`src/rtl/mem_arb_pkg.sv`:
```
// Shared types, AXI response codes and the cyclic priority pick used by the
// read-channel arbiter.
package mem_arb_pkg;

  typedef enum logic [1:0] {
    IDLE,
    ADDR,
    DATA
  } arb_state_t;

  localparam logic [1:0] RESP_OKAY   = 2'b00;
  localparam logic [1:0] RESP_SLVERR = 2'b10;
  localparam logic [1:0] RESP_DECERR = 2'b11;

  localparam int unsigned MAX_MASTERS = 8;
  localparam int unsigned MAX_IDX_W   = 3;

  // One-hot grant of the first set bit of req at or above ptr, wrapping at n.
  function automatic logic [MAX_MASTERS-1:0] rr_pick(
    input logic [MAX_MASTERS-1:0] req,
    input int unsigned            ptr,
    input int unsigned            n
  );
    logic [MAX_MASTERS-1:0] gnt;
    logic                   found;
    int unsigned            idx;
    gnt   = '0;
    found = 1'b0;
    for (int unsigned off = 0; off < MAX_MASTERS; off++) begin
      idx = ptr + off;
      if (idx >= n) idx = idx - n;
      if (!found && off < n && idx < n && req[idx[MAX_IDX_W-1:0]]) begin
        gnt[idx[MAX_IDX_W-1:0]] = 1'b1;
        found = 1'b1;
      end
    end
    return gnt;
  endfunction

endpackage

```
`src/rtl/arb_rr_picker.sv`:
```
// Combinational cyclic priority picker; fixed-priority mode searches from 0.
module arb_rr_picker
  import mem_arb_pkg::*;
#(
  parameter int unsigned N       = 3,
  parameter bit          RR_MODE = 1'b1,
  localparam int unsigned IDX_W  = (N > 1) ? $clog2(N) : 1
) (
  input  logic [N-1:0]     req,
  input  logic [IDX_W-1:0] ptr,
  output logic [IDX_W-1:0] gnt_idx
);

  logic [MAX_MASTERS-1:0] req_ext;
  logic [MAX_MASTERS-1:0] gnt_ext;

  always_comb begin
    req_ext          = '0;
    req_ext[N-1:0]   = req;
    gnt_ext          = rr_pick(req_ext, RR_MODE ? 32'(ptr) : 32'd0, N);
    gnt_idx          = '0;
    for (int unsigned i = 0; i < N; i++) begin
      if (gnt_ext[i]) gnt_idx = IDX_W'(i);
    end
  end

endmodule

```
`src/rtl/mem_read_arbiter.sv`:
```
// N-master AXI4 read-channel arbiter: one outstanding burst, fixed or
// round-robin grant, combinational R pass-through and sticky error capture.
module mem_read_arbiter
  import mem_arb_pkg::*;
#(
  parameter int unsigned N_MASTERS = 3,
  parameter int unsigned ADDR_W    = 32,
  parameter int unsigned DATA_W    = 32,
  parameter int unsigned RR_MODE   = 1,
  localparam int unsigned IDX_W    = (N_MASTERS > 1) ? $clog2(N_MASTERS) : 1
) (
  input  logic                        clock,
  input  logic                        reset,
  input  logic [N_MASTERS-1:0]        m_arvalid,
  output logic [N_MASTERS-1:0]        m_arready,
  input  logic [N_MASTERS*ADDR_W-1:0] m_araddr,
  input  logic [N_MASTERS*8-1:0]      m_arlen,
  input  logic [N_MASTERS*3-1:0]      m_arsize,
  output logic [N_MASTERS-1:0]        m_rvalid,
  input  logic [N_MASTERS-1:0]        m_rready,
  output logic [DATA_W-1:0]           m_rdata,
  output logic [1:0]                  m_rresp,
  output logic                        m_rlast,
  output logic                        ram_arvalid,
  input  logic                        ram_arready,
  output logic [ADDR_W-1:0]           ram_araddr,
  output logic [7:0]                  ram_arlen,
  output logic [2:0]                  ram_arsize,
  input  logic                        ram_rvalid,
  output logic                        ram_rready,
  input  logic [DATA_W-1:0]           ram_rdata,
  input  logic [1:0]                  ram_rresp,
  input  logic                        ram_rlast,
  output logic                        busy,
  output logic [IDX_W-1:0]            grant_idx,
  output logic                        err_sticky,
  output logic [IDX_W-1:0]            err_master
);

  arb_state_t       state_q, state_d;
  logic [IDX_W-1:0] grant_q, grant_d;
  logic [IDX_W-1:0] rr_ptr_q, rr_ptr_d;
  logic [IDX_W-1:0] next_ptr;
  logic [IDX_W-1:0] pick_idx;
  logic             err_sticky_q;
  logic [IDX_W-1:0] err_master_q;
  logic             r_hs;
  logic             resp_err;

  if (N_MASTERS > 1) begin : g_pick
    arb_rr_picker #(
      .N       (N_MASTERS),
      .RR_MODE (RR_MODE != 0)
    ) u_picker (
      .req     (m_arvalid),
      .ptr     (rr_ptr_q),
      .gnt_idx (pick_idx)
    );
  end else begin : g_single
    assign pick_idx = '0;
  end

  assign next_ptr = (grant_q == IDX_W'(N_MASTERS - 1)) ? '0 : grant_q + 1'b1;
  assign r_hs     = (state_q == DATA) && ram_rvalid && m_rready[grant_q];
  assign resp_err = (ram_rresp == RESP_SLVERR) || (ram_rresp == RESP_DECERR);

  always_comb begin
    state_d     = state_q;
    grant_d     = grant_q;
    rr_ptr_d    = rr_ptr_q;
    m_arready   = '0;
    m_rvalid    = '0;
    ram_arvalid = 1'b0;
    ram_rready  = 1'b0;
    unique case (state_q)
      IDLE: begin
        if (|m_arvalid) begin
          grant_d = pick_idx;
          state_d = ADDR;
        end
      end
      ADDR: begin
        ram_arvalid         = m_arvalid[grant_q];
        m_arready[grant_q]  = ram_arready;
        if (m_arvalid[grant_q] && ram_arready) state_d = DATA;
      end
      DATA: begin
        m_rvalid[grant_q] = ram_rvalid;
        ram_rready        = m_rready[grant_q];
        if (r_hs && ram_rlast) begin
          state_d = IDLE;
          if (RR_MODE != 0) rr_ptr_d = next_ptr;
        end
      end
      default: state_d = IDLE;
    endcase
  end

  // AR fields follow the registered grant; only ram_arvalid qualifies them.
  assign ram_araddr = m_araddr[grant_q*ADDR_W +: ADDR_W];
  assign ram_arlen  = m_arlen[grant_q*8 +: 8];
  assign ram_arsize = m_arsize[grant_q*3 +: 3];

  assign m_rdata = ram_rdata;
  assign m_rresp = ram_rresp;
  assign m_rlast = ram_rlast;

  always_ff @(posedge clock) begin
    if (reset) begin
      state_q      <= IDLE;
      grant_q      <= '0;
      rr_ptr_q     <= '0;
      err_sticky_q <= 1'b0;
      err_master_q <= '0;
    end else begin
      state_q  <= state_d;
      grant_q  <= grant_d;
      rr_ptr_q <= rr_ptr_d;
      if (r_hs && resp_err) begin
        err_sticky_q <= 1'b1;
        if (!err_sticky_q) err_master_q <= grant_q;
      end
    end
  end

  assign busy       = (state_q != IDLE);
  assign grant_idx  = grant_q;
  assign err_sticky = err_sticky_q;
  assign err_master = err_master_q;

  a_arvalid_held: assert property (
    @(posedge clock) disable iff (reset) (state_q == ADDR) |-> m_arvalid[grant_q]
  );

endmodule

```
`config.mk`:
```
export PLATFORM = sky130hd
export DESIGN_NAME = mem_read_arbiter
export DESIGN_NICKNAME = d
export VERILOG_FILES = /design/src/rtl/mem_arb_pkg.sv /design/src/rtl/arb_rr_picker.sv /design/src/rtl/mem_read_arbiter.sv
export SDC_FILE = /design/constraint.sdc
export NUM_CORES = 1
export LEC_CHECK = 0
export CAP_MARGIN = 25
export CORE_AREA = 5 5 101 103
export DETAILED_ROUTE_END_ITERATION = 16
export DIE_AREA = 0 0 106 108
export GPL_TIMING_DRIVEN = 0
export PLACE_DENSITY = 0.7
export SYNTH_ARGS = -nofsm -noshare
export SYNTH_HDL_FRONTEND = slang
export SYNTH_HIERARCHICAL = 1
export SYNTH_SLANG_ARGS = --single-unit
```
`constraint.sdc`:
```
create_clock -name clock -period 3.76 [get_ports clock]
set_input_delay 0.752 -clock clock [delete_from_list [all_inputs] [get_ports clock]]
set_output_delay 0.752 -clock clock [all_outputs]
set_load 0.01 [all_outputs]
```
## Word level (Yosys, flattened, before mapping)

Cells that the tools add are included.

| operators by class | value |
|---|---|
| add/sub/neg operators | 6 |
| $mul | 1 |
| order comparisons | 14 |
| eq/ne operators | 8 |
| shifts and indexed selects | 3 |
| multiplexer cells | 37 |
| bitwise operators | 5 |
| reduce and logical (&&, ||, !) cells | 24 |

Operators with widths:

| cell | number |
|---|---|
| 32-bit by 2-bit less-than comparator with 1-bit output (second input constant) | 3 |
| 32-bit two-way mux | 3 |
| 96-bit by 8-bit variable part select with 32-bit output | 1 |
| 32-bit by 2-bit >= comparator with 1-bit output (second input constant) | 2 |
| 32-bit by 2-bit subtractor with 32-bit output (second input constant) | 2 |
| 24-bit by 6-bit variable part select with 8-bit output | 1 |
| 3-bit two-way mux | 5 |
| 1-bit logical AND | 14 |
| 1-bit two-way mux | 14 |
| 3-bit by 4-bit less-than comparator with 1-bit output (second input constant) | 3 |
| 2-bit two-way mux | 5 |
| 1-bit binary-select mux with 3-bit select | 3 |
| 1-bit demux with 3-bit select | 3 |
| 3-bit by 1-bit >= comparator with 1-bit output (second input constant) | 3 |
| 9-bit by 5-bit variable part select with 3-bit output | 1 |
| 2-bit == test (second input constant) | 4 |
| 3-bit bitwise AND | 2 |
| 3-bit bitwise OR | 2 |
| 2-bit case mux with 3 select lines | 1 |
| 2-bit AND reduction | 3 |
| 1-bit binary-select mux with 2-bit select | 2 |
| 2-bit by 2-bit multiplier with 4-bit output (second input constant) | 1 |
| 2-bit != test (second input constant) | 2 |
| 2-bit by 1-bit adder with 3-bit output (second input constant) | 1 |
| 16 further kinds | 17 |

| storage, ports and cells | value |
|---|---|
| register bits after elaboration | 9 |

## Depth between registers and ports, before layout

| logic depth | value |
|---|---|
| depth in word-level cells | 16 |
| gate-level depth with buffers | 9 |

## Cells and area by module

The synthesis kept the hierarchy.

Modules (own cells, without submodules):

| module | times used | cells an instance | area each (sq um) |
|---|---|---|---|
| mem_read_arbiter | 1 | 242 | 1,647.8 |
| arb_rr_picker | 1 | 30 | 241.5 |

## Least setup slack after synthesis

OpenSTA, ideal clock, no wires.

| path | value |
|---|---|
| path type | register to output |
| start point | register grant_q[1], in the netlist grant_idx[1] |
| end point | output port ram_araddr[10] |
| data arrival time | 1,413 ps |
| data required time | 3,008 ps |
| slack | 1,595 ps |
| stages on the path, launching flop included | 6 |
| path buffers | 3 |
| cell sequence | dfxtp_1 buf_4 buf_2 buf_2 mux2i_1 o21ai_0 |

| between the ends | value |
|---|---|
| longest elaborated chain between the ends | 1 |

Ends and longest elaborated chain:

| what | line | source |
|---|---|---|
| start: declaration | mem_read_arbiter.sv:41 | `logic [IDX_W-1:0] grant_q, grant_d;` |
| start signal: assignment | mem_read_arbiter.sv:117 | `grant_q <= grant_d;` |
| 96-bit by 8-bit variable part select with 32-bit output | mem_read_arbiter.sv:100 | `assign ram_araddr = m_araddr[grant_q*ADDR_W +: ADDR_W];` |
| end: declaration | mem_read_arbiter.sv:26 | `output logic [ADDR_W-1:0] ram_araddr,` |

Every way passes these cells.

## Final worst setup path

| path | value |
|---|---|
| start point | input port m_arvalid[0] |
| end point | output port ram_arvalid |

| between the ends | value |
|---|---|
| longest elaborated chain between the ends | 3 |

Ends and longest elaborated chain:

| what | line | source |
|---|---|---|
| start: declaration | mem_read_arbiter.sv:14 | `input logic [N_MASTERS-1:0] m_arvalid,` |
| 1-bit binary-select mux with 2-bit select | mem_read_arbiter.sv:83 | `ram_arvalid = m_arvalid[grant_q];` |
| 1-bit two-way mux (not written as such) | mem_read_arbiter.sv:83 |  |
| 1-bit two-way mux | mem_read_arbiter.sv:75 | `unique case (state_q)` |
| end: declaration | mem_read_arbiter.sv:24 | `output logic ram_arvalid,` |

Every way passes these cells. The select of a mux whose other input is x is not followed.

==> impl_metrics.csv <==
group,metric,value,unit
detailed_routing,routedWlPerCell,15.77,µm
critical_path,critPathBufInv,2,
clock_network,clock_latency,0.23,ns
detailed_routing,wl,9763,µm
detailed_routing,wl_met2,4960,µm
global_route,grt_pass1_wl,14550,µm
global_route,grt_pass1_vias,2937,
logic_synthesis,synth_nets,452,
power_and_ir_drop,p_total,0.0006960,W
power_and_ir_drop,intPower,0.0004873,W
logic_synthesis,synth_commonest_cells,"50 x mux2i_1, 50 x nand2_1, 45 x o21ai_0",
global_route,antenna_found_initial,0,
clock_network,cts_setup_buffers,0,
place,dpl.cell_count,615,
sta,min_period,3.347,ns
sta,worst_clock_skew,0.002133,ns
logic_synthesis,synth_top_area_share,26.49,%
layout,fin_nets,689,
logic_synthesis,ys_dominant_reg_cell,"dfxtp_1",
layout,multi_input_area,1350,µm²
logic_synthesis,synth_async_sr_flop_share,0,%
run_status,status,"finished clean",
die,ios,266,
clock_network,path_clk_slew,0.04,ns
layout,area_growth,132.6,%
logic_synthesis,synth_edf_count,0,
die,die_area,11450,µm²
detailed_routing,num_vias,2761,
sta,tns,0,ns
clock_network,cts_max_path_buffers,2,
critical_path,crit_family,"buffers and inverters",
detailed_routing,met3_length,952,µm
die,die_x,106,µm
detailed_routing,dr.max_layer_used,"met4",
detailed_routing,drc,0,
hold_path,holdCritPathClass,"flop to flop",
sta,slew_viol_final,0,
layout,n_fill_cell,913,
layout,layout-drive-gt1-share,10.04,%
critical_path,critPathArrivalTime,2.60,ns
detailed_routing,detail-route-antenna-nets,0,
power_and_ir_drop,p_seq_share,14.6,%
die,start_util,20.74,%
detailed_routing,drtIter0Drc,84,
detailed_routing,met1_length,3750,µm
logic_synthesis,avgSynthCellArea,6.946,µm²
flow_run,cap_violations,0,
global_route,overflow,0,
sta,hold_violations,0,
logic_synthesis,ys_seq_area_share,9.536,%
sta,worst_pin_slew,0.6775,ns
layout,layout.area.seq,180.2,µm²
clock_network,cts_root_buffer,"clkbuf_8",
critical_path,cp.required,3.01,ns
clock_network,cts_tree,"built",
power_and_ir_drop,p_clk_share,16.2,%
place,port_buffers,232,
global_route,grt_usage,15.59,%
clock_network,hold_buffers,0,
place,gp_congestion,0.8509,
power_and_ir_drop,p_leak,1.571,nW
logic_synthesis,yosys-top-cells-area,"mux2i_1 26%, buf_4 14%, o21ai_0 12%",
detailed_routing,first_pass_iters,5,
global_route,grt_start_max_net_pins,11,
clock_network,cts_resized,0,
layout,postLayoutCellArea,4395,µm²
logic_synthesis,yosys_warnings,6,
sta,relSlewSlack,54.83,%
power_and_ir_drop,swShare,29.99,%
critical_path,start_kind,"primary input",
logic_synthesis,syn-cell-area,1889,µm²
die,die_h,108,µm
logic_synthesis,yosys_register_bits,9,
critical_path,worstPathCellList,"clkdlybuf4s50_1, mux2i_1, o2bb2ai_1, nor3b_1, clkdlybuf4s50_1",
power_and_ir_drop,switching_power,0.0002087,W
clock_network,htree_levels,1,
critical_path,crit_top_cell,"clkdlybuf4s50_1",
sta,finalSetupViolations,0,
critical_path,crit_type,"primary input to output pin",
critical_path,cpMaxStageDelayCell,"clkdlybuf4s50_1",
layout,instances_no_fill,619,
place,place_hpwl,8611,µm
logic_synthesis,ys_types,35,
layout,finish.utilization,48.26,%
die,coreArea,9109,µm²
place,post_dp_cell_area,4350,µm²
power_and_ir_drop,max-vdd-ir-drop,84.24,µV
critical_path,max_stage_delay,0.60,ns
power_and_ir_drop,p_comb_share,69.2,%
clock_network,cts.sinks,9,
power_and_ir_drop,power.density,158.3,nW/µm²
logic_synthesis,synth_cells,272,
critical_path,critPathCaptureType,"output pin",
clock_network,cts_made_buffers,3,
die,row_count,35,
sta,fin_crit_sh,89.02,%
critical_path,crit_fanout,5,
sta,rsz0062_at_grt,"no",
sta,fmax,298.8,MHz
logic_synthesis,synth_top_area_cell,"mux2i_1",
layout,diodes,0,
detailed_routing,avgViaCountPerCell,4.460,
==> cells in the final DEF, fill, tap and decap left out, types with 2 or more instances in the layout <==
| master | instances |
|---|---|
| or2_2 | 2 |
| a21oi_1 | 3 |
| nor3b_1 | 2 |
| buf_4 | 36 |
| nand2b_1 | 9 |
| nand3b_1 | 2 |
| ha_1 | 6 |
| nand3_1 | 2 |
| nor2_1 | 10 |
| mux2i_1 | 50 |
| dfxtp_1 | 9 |
| o21ai_0 | 45 |
| nor2b_1 | 2 |
| or4_1 | 2 |
| clkbuf_8 | 3 |
| nor3_1 | 4 |
| inv_1 | 5 |
| nand2_1 | 50 |
| buf_2 | 5 |
| clkdlybuf4s50_1 | 232 |
| clkbuf_1 | 13 |
==> cell type report <==
type / instances / share of cell area [%]
repair buffers: 232 / 52.83
multi-input cells: 205 / 30.71
plain buffers: 53 / 7.743
flip-flops and latches: 9 / 4.099
well taps: 111 / 3.160
clock buffers: 4 / 1.025
inverters: 5 / 0.4270
==> power groups by stage <==
stage	Combinational, W	Clock [W]	Sequential, W
after CTS	0.000487	0.000114	0.000101
after global placement	0.000480	0	0.000103
after global routing	0.000517	0.000119	0.000102
after floorplan	0.000164	0	0.000103
final	0.000482	0.000113	0.000101
after detailed placement	0.000485	0	0.000103
==> flip-flops by register name, indices dropped and copies added (netlist names) <==
name        flops
rr_ptr_q        2
err_master      2
err_sticky      1
state_q         2
grant_idx       2
==> tightest hold or removal path, stage by stage (launching register included) <==
cell and delay, ns:
dfxtp_1 0.30, nand2b_1 0.07, mux2i_1 0.06
==> per-stage QoR <==
step	setup WS [ns]	hold WS [ns]
finish	0.4127	0.4804
global route	0.2202	0.5288
CTS	0.4003	0.4813
detailed placement	0.4432	0.4723
global placement	0.5234	0.4679
floorplan	1.595	0.4932
==> per-layer routing <==
layer / vias up / track usage [%]
met5: - / 0
met2: 164 / 29.51
li1: 1376 / -
met1: 1212 / 17.52
met3: 9 / 4.657
met4: 0 / 2.498
==> path summary, 6_finish.rpt <==
kind,from,to,slack (ns),cells past startpoint
max,m_arvalid[0],ram_arvalid,0.41,5
min,err_master[0]$_SDFFE_PP0P_,err_master[0]$_SDFFE_PP0P_,0.48,2
max reg2reg,rr_ptr_q[1]$_SDFFE_PP0P_,grant_idx[0]$_SDFFE_PP0P_,1.68,9
min reg2reg,err_master[0]$_SDFFE_PP0P_,err_master[0]$_SDFFE_PP0P_,0.48,2
==> cells by family (layout without fill, tap and decap cells) <==
family                     Yosys count  after routing  synth area share, %
DFF                                  9              9                9.536
adders and majority gates            6              6                3.973
buffers and inverters               58            294                19.01
muxes                               51             51                27.09
and+or+nand+nor                     88             88                21.65
AOI/OAI and AO/OA                   60             60                18.74
Note: power is estimated with default switching activity, not from simulation.
